===== config.mk =====
export PLATFORM = sky130hd
export DESIGN_NAME = div_result_bcd_flat
export DESIGN_NICKNAME = d
export VERILOG_FILES = /design/src/rtl/div_result_bcd_pkg.sv /design/src/rtl/div_result_bcd_if.sv /design/src/rtl/div_result_bcd_dabble.sv /design/src/rtl/div_result_bcd.sv /design/src/flat_wrapper.sv
export SDC_FILE = /design/constraint.sdc
export NUM_CORES = 1
export LEC_CHECK = 0
export ABC_AREA = 0
export ABC_CLOCK_PERIOD_IN_PS = 1800
export BUFFER_PORTS_ARGS = -buffer_cell sky130_fd_sc_hd__clkbuf_2
export CORE_MARGIN = 2
export CORE_UTILIZATION = 45
export DETAILED_ROUTE_END_ITERATION = 6
export PLACE_DENSITY_LB_ADDON = 0.12
export SLEW_MARGIN = 20
export SYNTH_ARGS = -nofsm -noshare
export SYNTH_HDL_FRONTEND = slang
export SYNTH_SLANG_ARGS = --single-unit

===== constraint.sdc =====
create_clock -name clk -period 1.8 [get_ports clk]
set_clock_uncertainty 0.05 [all_clocks]
set_input_delay 0.27 -clock clk [delete_from_list [all_inputs] [get_ports clk]]
set_output_delay 0.27 -clock clk [all_outputs]
set_load 0.005 [all_outputs]

===== src/rtl/div_result_bcd_pkg.sv =====
// Shared definitions for the divider result BCD stage.
//   state_t     : controller states (IDLE, CONV, FINISH)
//   NIBBLE_W    : width of one BCD digit
//   bcd_digits  : number of decimal digits needed for a WIDTH-bit unsigned value
package div_pkg;

  localparam int NIBBLE_W = 4;

  typedef enum logic [1:0] {
    IDLE,
    CONV,
    FINISH
  } state_t;

  // Smallest digit count d with 10^d > 2^width - 1.
  function automatic int bcd_digits(input int width);
    longint max_val = (longint'(1) << width) - 1;
    longint lim     = 10;
    int     d       = 1;
    while (lim <= max_val) begin
      d++;
      lim *= 10;
    end
    return d;
  endfunction

endpackage


===== src/rtl/div_result_bcd_if.sv =====
// Bus between the integer divider and the BCD result stage.
//   master : divider side, drives valid_in/dbz_in/q_in/r_in
//   slave  : BCD stage, drives busy/done/err/q_bcd/r_bcd
interface div_result_bcd_if
  import div_pkg::*;
#(
  parameter int WIDTH  = 4,
  parameter int DIGITS = 2
);

  logic                         valid_in;
  logic                         dbz_in;
  logic [WIDTH-1:0]             q_in;
  logic [WIDTH-1:0]             r_in;
  logic                         busy;
  logic                         done;
  logic                         err;
  logic [NIBBLE_W*DIGITS-1:0]   q_bcd;
  logic [NIBBLE_W*DIGITS-1:0]   r_bcd;

  modport master (
    output valid_in, dbz_in, q_in, r_in,
    input  busy, done, err, q_bcd, r_bcd
  );

  modport slave (
    input  valid_in, dbz_in, q_in, r_in,
    output busy, done, err, q_bcd, r_bcd
  );

endinterface


===== src/rtl/div_result_bcd_dabble.sv =====
// Sequential double-dabble converter, one binary bit per step.
//   clk, rst : clock, asynchronous active-high reset
//   load     : capture bin_in and clear the BCD accumulator
//   step     : add-3 to every nibble >= 5, then shift {bcd, bin} left by one
//   bin_in   : binary operand
//   bcd_out  : packed BCD accumulator, digit 0 in bits [3:0]
module bcd_dabble
  import div_pkg::*;
#(
  parameter int WIDTH  = 4,
  parameter int DIGITS = 2
) (
  input  logic                       clk,
  input  logic                       rst,
  input  logic                       load,
  input  logic                       step,
  input  logic [WIDTH-1:0]           bin_in,
  output logic [NIBBLE_W*DIGITS-1:0] bcd_out
);

  localparam int BCD_W = NIBBLE_W * DIGITS;

  logic [BCD_W-1:0] bcd;
  logic [BCD_W-1:0] bcd_adj;
  logic [WIDTH-1:0] bin;

  // Nibbles >= 5 would reach >= 10 after the shift, so pre-correct by +3.
  always_comb begin
    // NOTE: assigning the default first keeps this purely combinational (no latch).
    bcd_adj = bcd;
    for (int i = 0; i < DIGITS; i++) begin
      if (bcd[i*NIBBLE_W +: NIBBLE_W] >= 4'd5)
        bcd_adj[i*NIBBLE_W +: NIBBLE_W] = bcd[i*NIBBLE_W +: NIBBLE_W] + 4'd3;
    end
  end

  // NOTE: state is updated with non-blocking assignments so all registers see pre-edge values.
  always_ff @(posedge clk or posedge rst) begin
    if (rst) begin
      bcd <= '0;
      bin <= '0;
    end else if (load) begin
      bcd <= '0;
      bin <= bin_in;
    end else if (step) begin
      {bcd, bin} <= {bcd_adj, bin} << 1;
    end
  end

  assign bcd_out = bcd;

endmodule


===== src/rtl/div_result_bcd.sv =====
// Converts the divider's quotient and remainder to packed BCD for the
// 7-segment display driver. A rising edge on valid_in starts a WIDTH-step
// double-dabble conversion of both operands; a rising edge on dbz_in clears
// the results and flags err. Results are held until the next done pulse.
//   clk, rst : clock, asynchronous active-high reset
//   bus      : slave side of div_result_bcd_if
//              (valid_in, dbz_in, q_in, r_in -> busy, done, err, q_bcd, r_bcd)
module div_result_bcd
  import div_pkg::*;
#(
  parameter int WIDTH  = 4,
  parameter int DIGITS = 2
) (
  input logic             clk,
  input logic             rst,
  div_result_bcd_if.slave bus
);

  localparam int BCD_W = NIBBLE_W * DIGITS;
  localparam int CNT_W = (WIDTH > 1) ? $clog2(WIDTH) : 1;
  localparam logic [CNT_W-1:0] CNT_LAST = CNT_W'(WIDTH - 1);

  generate
    if (DIGITS < bcd_digits(WIDTH)) begin : g_bad_digits
      $error("div_result_bcd: DIGITS too small to hold 2^WIDTH-1");
    end
  endgenerate

  state_t           state, state_nxt;
  logic [CNT_W-1:0] cnt, cnt_nxt;
  logic             valid_d, dbz_d;
  logic             valid_edge, dbz_edge;
  logic             load, step, fin_upd, dbz_upd;
  logic [BCD_W-1:0] q_dab, r_dab;
  logic [BCD_W-1:0] q_bcd_r, r_bcd_r;
  logic             err_r, done_r;

  // Edge registers track the inputs in every state, so edges seen while busy
  // are consumed rather than replayed once the controller returns to IDLE.
  assign valid_edge = bus.valid_in & ~valid_d;
  assign dbz_edge   = bus.dbz_in   & ~dbz_d;

  always_ff @(posedge clk or posedge rst) begin
    if (rst) begin
      state   <= IDLE;
      cnt     <= '0;
      valid_d <= 1'b0;
      dbz_d   <= 1'b0;
    end else begin
      state   <= state_nxt;
      cnt     <= cnt_nxt;
      valid_d <= bus.valid_in;
      dbz_d   <= bus.dbz_in;
    end
  end

  always_comb begin
    state_nxt = state;
    cnt_nxt   = cnt;
    load      = 1'b0;
    step      = 1'b0;
    fin_upd   = 1'b0;
    dbz_upd   = 1'b0;
    case (state)
      IDLE: begin
        if (dbz_edge) begin
          dbz_upd = 1'b1;
        end else if (valid_edge) begin
          load      = 1'b1;
          cnt_nxt   = '0;
          state_nxt = CONV;
        end
      end
      CONV: begin
        step    = 1'b1;
        cnt_nxt = cnt + CNT_W'(1);
        if (cnt == CNT_LAST) state_nxt = FINISH;
      end
      FINISH: begin
        fin_upd   = 1'b1;
        state_nxt = IDLE;
      end
      default: state_nxt = IDLE;
    endcase
  end

  bcd_dabble #(.WIDTH(WIDTH), .DIGITS(DIGITS)) u_q_dabble (
    .clk     (clk),
    .rst     (rst),
    .load    (load),
    .step    (step),
    .bin_in  (bus.q_in),
    .bcd_out (q_dab)
  );

  bcd_dabble #(.WIDTH(WIDTH), .DIGITS(DIGITS)) u_r_dabble (
    .clk     (clk),
    .rst     (rst),
    .load    (load),
    .step    (step),
    .bin_in  (bus.r_in),
    .bcd_out (r_dab)
  );

  // Visible outputs move only together with the done pulse.
  always_ff @(posedge clk or posedge rst) begin
    if (rst) begin
      q_bcd_r <= '0;
      r_bcd_r <= '0;
      err_r   <= 1'b0;
      done_r  <= 1'b0;
    end else begin
      done_r <= fin_upd | dbz_upd;
      if (dbz_upd) begin
        q_bcd_r <= '0;
        r_bcd_r <= '0;
        err_r   <= 1'b1;
      end else if (fin_upd) begin
        q_bcd_r <= q_dab;
        r_bcd_r <= r_dab;
        err_r   <= 1'b0;
      end
    end
  end

  assign bus.busy  = (state == CONV);
  assign bus.done  = done_r;
  assign bus.err   = err_r;
  assign bus.q_bcd = q_bcd_r;
  assign bus.r_bcd = r_bcd_r;

endmodule


===== src/flat_wrapper.sv =====
// flat-port wrapper written by rule: the top's interface ports become plain ports
module div_result_bcd_flat import div_pkg::*;
#(
  parameter int WIDTH  = 4,
  parameter int DIGITS = 2
)
  (clk, rst, bus_valid_in, bus_dbz_in, bus_q_in, bus_r_in, bus_busy, bus_done, bus_err, bus_q_bcd, bus_r_bcd);
  div_result_bcd_if #(.WIDTH(WIDTH), .DIGITS(DIGITS)) bus_i ();
  input logic clk;
  input logic rst;
  input wire logic [$bits(bus_i.valid_in)-1:0] bus_valid_in;
  input wire logic [$bits(bus_i.dbz_in)-1:0] bus_dbz_in;
  input wire logic [$bits(bus_i.q_in)-1:0] bus_q_in;
  input wire logic [$bits(bus_i.r_in)-1:0] bus_r_in;
  output wire logic [$bits(bus_i.busy)-1:0] bus_busy;
  output wire logic [$bits(bus_i.done)-1:0] bus_done;
  output wire logic [$bits(bus_i.err)-1:0] bus_err;
  output wire logic [$bits(bus_i.q_bcd)-1:0] bus_q_bcd;
  output wire logic [$bits(bus_i.r_bcd)-1:0] bus_r_bcd;
  assign bus_i.valid_in = bus_valid_in;
  assign bus_i.dbz_in = bus_dbz_in;
  assign bus_i.q_in = bus_q_in;
  assign bus_i.r_in = bus_r_in;
  assign bus_busy = bus_i.busy;
  assign bus_done = bus_i.done;
  assign bus_err = bus_i.err;
  assign bus_q_bcd = bus_i.q_bcd;
  assign bus_r_bcd = bus_i.r_bcd;
  div_result_bcd #(.WIDTH(WIDTH), .DIGITS(DIGITS)) u_core (.clk(clk), .rst(rst), .bus(bus_i));
endmodule

==> run metrics, run 1 <==
register area 1200 um2; outcome finished, final reports clean; R2R Path End u_core.u_q_dabble.bcd_out[2]; final setup fails 0; CTS tree built; area of the multi-input gates 835 um2; row cnt 25; PD cells about 1500 nW/um2; Worst-Margin Slew 0.513 ns; routability cong. 0.756; Synth Register Bits between 40 and 50; crit path max-delay cell type dfrtp_1; Overflow after GRT 0; Peak Freq 599 MHz; clk sinks 48; vias per cell 5.59; post-route setup TNS 0 ns; vias in the first global route 1464; Critical Path Sink Type output pin; Area Growth Syn to Fin 14.5%; initial antenna violation count 0; maximum number of pins on one net before global-route repair 25; Tmin final 1.67 ns; Detail Route Antenna Nets 0; root buf cell clkbuf_8; period utilization about 90%; CP max stage delay 0.45 ns; worst reg2reg setup slack 0.17 ns; worst vdd ir 1.04 mV; # fillers 408; synthesized netlist cell count 168; Worst setup SP type flip-flop; Post-synth EDFFs 0; most frequently used flop master after synthesis dfrtp_1; layout cell share with drive strength beyond 1 24.9%; commonest cells after routing, fill and taps aside dfrtp_1, a22o_1, clkbuf_2, inv_1, ha_1; number of antenna diodes 0; register area share after synthesis a little under three fifths; Fin. Hold Viols 0; Die Y 73.0 um; overall routing resource usage 17.0%; Worst Path Buf+Inv 2; Clock H-tree levels 2; Post-CTS Setup Bufs 0; die width 73.0 um; FF-to-FF path depth 5; Rel. slew slack 65.5%; reg2reg start u_core.u_q_dabble.bcd_out[0]; Pre-antenna DRT Iters 4; WL/cell 15.4 um; DP Area 2350 um2; Detailed Route Iter0 Violations 134; clock tree buffer depth 2; fin area 2450 um2; global-route wire length before repair 6.82 mm; die area 5330 um2; Setup CP Type reg2out; drt drc 0; Pins Over Slew Limit 0; Hold Crit Depth 1; clock slew at reported path FFs 0.09 ns; PortBufs 30; Critical Path Fanout Max 24; Yosys Warn Count 0; max_cap viols 0; min-delay src bus_dbz_in; Data arrival, critical path between 1 and 1.5 ns; detailed-route via count 1447; synthesized cell area 2140 um2; count of different cell masters after synthesis 29; required time worst endpoint ~1.5 ns; Final #Nets about 230; syn nets approximately 190; area leader, netlist dfrtp_1; Clock Latency Late Sink ~0.30 ns; RSZ-0062 raised after global routing no; asr flop ratio synth 100%; CTS buffer count 5; cell family with most CP delay flip-flops; critical path, cell by cell nand2b_1, inv_4, clkbuf_2; core region area 4660 um2; IO Pins 31; syn_area_per_cell about 13 um2; synth top area cells dfrtp_1, a22o_1, ha_1; final WL 3.99 mm; Hold Path End u_core.dbz_d; detailed placer's ending HPWL 2.83 mm; HP Class in2reg; commonest non-fill, non-tap cell in the layout dfrtp_1; Leak around 0.0013 uW; Yosys top cell area share a little under three fifths; initial core utilization 45.9%
Yosys cell counts, types with 4 or more instances:
cell type / instances
and3_1: 4
nor4b_1: 4
a22o_1: 35
inv_1: 11
a21oi_1: 6
a21o_1: 7
dfrtp_1: 48
a211o_1: 4
mux2i_1: 4
ha_1: 9
buf_2: 7
nand2b_1: 7
xnor2_1: 4
worst max path at each step:
stage | from | end | slack [ns] | depth (start not counted)
finish | u_core.state[1] | bus_busy | 0.13 | 3
global route | u_core.state[1] | bus_busy | 0.04 | 3
CTS | u_core.state[1] | bus_busy | 0.11 | 3
detailed placement | u_core.u_q_dabble.bcd_out[0] | u_core.u_q_dabble.bcd_out[2] | 0.20 | 5
global placement | u_core.u_q_dabble.bcd_out[0] | u_core.u_q_dabble.bcd_out[1] | 0.27 | 5
floorplan | rst | u_core.bus.done | 0.34 | 1
flip-flops by register name, summed over array words and instances (netlist names), 2 cells and up:
signal	count
u_core.bus.q_bcd	8
u_core.state	2
u_core.u_q_dabble.bcd_out	8
u_core.u_q_dabble.bin	4
u_core.u_r_dabble.bcd_out	8
u_core.bus.r_bcd	8
u_core.cnt	2
u_core.u_r_dabble.bin	4
repair_timing:
action,4_1_cts,5_1_grt
resized for setup,0,0
setup endpoints to repair,0,0
endpoints found under the hold margin,21,0
hold buffers,1,0
layer usage:
layer | track usage [%] | wire length (um) | up-vias
met5 | 0 | 0 | -
met4 | 8.23 | 92 | 0
met3 | 4.14 | 140 | 9
met2 | 26.6 | 1910 | 31
met1 | 22.3 | 1840 | 722
li1 | - | - | 685
cell families after synthesis:
family                     share of synthesized area, %
AOI/OAI and AO/OA                                  21.7
DFF                                                56.1
and+or+nand+nor                                    7.60
buffers and inverters                              4.91
adders and majority gates                          5.26
xor gates and xnor gates                           2.05
muxes                                              2.40
stage by stage:
stage	instances	worst slack (ns)	hold WS, ns	power (uW)	util (%)
floorplan	168	0.336	0.251	2760	-
global route	259	0.0361	0.0120	4060	52.6
finish	259	0.132	0.0307	3750	52.6
CTS	259	0.108	0.0192	3800	52.6
detailed placement	250	0.200	0.259	3150	50.5
global placement	250	0.272	0.247	3060	50.5
where the power goes:
part | internal, uW | total (uW) | leakage, uW | switching, uW
Clock | 271 | 634 | 0.0000479 | 362
Combinational | 708 | 1430 | 0.000632 | 723
Sequential | 1400 | 1690 | 0.000639 | 286
Total | 2380 | 3750 | 0.00132 | 1370
final cells by class:
class	instances	area share, %
inverter	12	1.94
tap	54	2.76
timing repair buffer	38	8.68
clock inverter	3	0.766
clock buffer	5	2.81
multi-input combinational	99	34.0
sequential	48	49.0
Power figures use the tool's default switching activity.
==> run 2, diff against run 1 <==
--- a/config.mk
+++ b/config.mk
@@ -8,9 +8,10 @@
 export ABC_AREA = 0
 export ABC_CLOCK_PERIOD_IN_PS = 1800
 export BUFFER_PORTS_ARGS = -buffer_cell sky130_fd_sc_hd__clkbuf_2
-export CORE_MARGIN = 2
 export CORE_UTILIZATION = 45
+export CTS_CLUSTER_SIZE = 40
 export DETAILED_ROUTE_END_ITERATION = 6
+export HOLD_SLACK_MARGIN = 0.12
 export PLACE_DENSITY_LB_ADDON = 0.12
 export SLEW_MARGIN = 20
 export SYNTH_ARGS = -nofsm -noshare
==> run 2 against run 1 <==
Effect of this change:
- the run now ends with design-rule violations left
- sequential share of layout area down 0.86 points
- clock power up 7.1%
- sequential power about the same
- clock-buffer cell count up 1
- design area up 1.8%
- setup slack worse by 0.028 ns
==> run metrics, run 2 (synthesis results as in run 1) <==
outcome finished, violations left; failing checks design-rule violations; detailed-route via count 1450 (+0.21%); vias per cell 5.62 (+0.60%); commonest cells after routing, fill and taps aside dfrtp_1, a22o_1, clkbuf_2, inv_1, ha_1; Pre-antenna DRT Iters 7 (+3); drt drc 4 (+4); R2R Path End u_core.u_q_dabble.bcd_out[1]; Hold Path End u_core.u_q_dabble.bin[0]; Peak Freq 590 MHz (-1.6%); Worst-Margin Slew 0.515 ns (+0.00236 ns); worst vdd ir 0.770 mV (-26%); PD cells 1540 nW/um2 (+0.35%); Detail Route Antenna Nets 0 (unchanged); Sw Ratio 36.1% (-0.38 points); final WL 3.98 mm (-0.23%); final setup fails 0 (unchanged); post-route setup TNS 0 ns (unchanged); max_cap viols 0 (unchanged); Fin. Hold Viols 0 (unchanged); Die Y 71.0 um (-2.7%); vias in the first global route 1390 (-5.1%); register area 1200 um2 (unchanged); required time worst endpoint 1.48 ns (about the same); layout cell share with drive strength beyond 1 24.3% (-0.61 points); Clock H-tree levels 2 (unchanged); Pint 2450 uW (+2.8%); CTS tree built; Detailed Route Iter0 Violations 87 (-35%); RSZ-0062 raised after global routing no; Post-CTS Setup Bufs 0 (unchanged); Clock Latency Late Sink 0.31 ns (about the same); worst reg2reg setup slack 0.19 ns (+0.02 ns); # fillers 391 (-4.2%); maximum number of pins on one net before global-route repair 29 (+16%); root buf cell clkbuf_8; clock slew at reported path FFs 0.09 ns (about the same); clock tree buffer depth 2 (unchanged); commonest non-fill, non-tap cell in the layout dfrtp_1; PortBufs 30 (unchanged); die area 5040 um2 (-5.4%); initial antenna violation count 0 (unchanged); Inst Count DP 247 (-1.2%); die width 71.0 um (-2.7%); Setup CP Type reg2out; IO Pins 31 (unchanged); Critical Path Fanout Max 24 (unchanged); Hold Crit Depth 2 (+1); Overflow after GRT 0 (unchanged); period utilization 94.2% (+1.5 points); CTS buffer count 5 (unchanged); FF-to-FF path depth 5 (unchanged); Seq pwr share 44.1% (-0.9 points); Final #Nets 226 (+0.44%); Data arrival, critical path 1.38 ns (+0.03 ns); core region area 4470 um2 (-4.0%); WL/cell 15.4 um (+0.16%); clock share of power 17.7% (+0.8 points); final cell count without fillers 258 (-0.39%); combinational share of power 38.2% (about the same); detailed placer's ending HPWL 2.72 mm (-3.8%); Leak 0.00134 uW (+1.3%); global-route wire length before repair 6.55 mm (-3.9%); routability cong. 0.779 (+3.1%); Critical Path Sink Type output pin; P_sw 1390 uW (+1.1%); overall routing resource usage 17.5% (+0.40 points); HP Class in2reg; number of antenna diodes 0 (unchanged); area of the multi-input gates 835 um2 (unchanged); Worst setup SP type flip-flop; row cnt 24 (-4.0%); Tmin final 1.70 ns (+0.0277 ns); initial core utilization 47.8% (+1.9 points); Area Growth Syn to Fin 16.5%; min-delay src bus_q_in[0]; reg2reg start u_core.u_q_dabble.bcd_out[0]; Pins Over Slew Limit 0 (unchanged); clk sinks 48 (unchanged); Rel. slew slack 65.4% (-0.16 points)
run 2: worst max-delay path, stage by stage (launching register included):
cell and delay, ns:
dfrtp_1 0.46, nand2b_1 0.22, inv_4 0.22, clkbuf_2 0.16
run 2: final cells by class:
cell class              instances  share of cell area, %
flip-flops and latches         48                   48.1
well taps                      52                   2.61
inverters                      12                   1.91
repair buffers                 39                   10.0
clock inverters                 2                  0.552
multi-input cells              99                   33.5
clock buffers                   6                   3.31
run 2: worst max path at each step:
stage | start | end | slack (ns) | cells after the start
after floorplan | rst | u_core.bus.done | 0.34 | 1
after global placement | u_core.u_q_dabble.bcd_out[0] | u_core.u_q_dabble.bcd_out[2] | 0.29 | 5
after detailed placement | u_core.u_r_dabble.bcd_out[0] | u_core.u_r_dabble.bcd_out[2] | 0.23 | 5
after CTS | u_core.state[1] | bus_busy | 0.1 | 3
after global routing | bus_dbz_in | u_core.u_q_dabble.bin[3] | 0.02 | 6
final | u_core.state[1] | bus_busy | 0.10 | 3
run 2: per-layer routing:
metal | global-route usage [%] | share of wire (%)
met5 | 0 | 0
met4 | 9.33 | 1.9
met3 | 4.27 | 3.4
met2 | 28.3 | 50
met1 | 21.6 | 45
run 2: per-stage QoR:
step                hold WS, ns  utilization, %  setup slack (ns)  instance area (um2)  total power (uW)
floorplan                 0.251               -             0.336                 2140              2760
global placement          0.229            52.9             0.294                 2370              3080
detailed placement        0.237            52.9             0.226                 2370              3190
CTS                       0.131            55.8            0.0963                 2490              3880
global route              0.141            55.8            0.0199                 2490              4120
finish                    0.139            55.8             0.104                 2490              3830
run 2: power by group through the flow:
stage | clock [uW] | sequential, uW | combinational (uW)
2_1_floorplan | 0 | 1650 | 1110
3_3_place_gp | 0 | 1690 | 1390
3_5_place_dp | 0 | 1710 | 1470
4_1_cts | 706 | 1690 | 1480
5_1_grt | 745 | 1740 | 1630
6_report | 679 | 1690 | 1460
run 2: what timing repair did:
action / in CTS / in global routing
hold buffers: 3 / 0
gates resized for setup: 0 / 0
endpoints found under the hold margin: 22 / 0
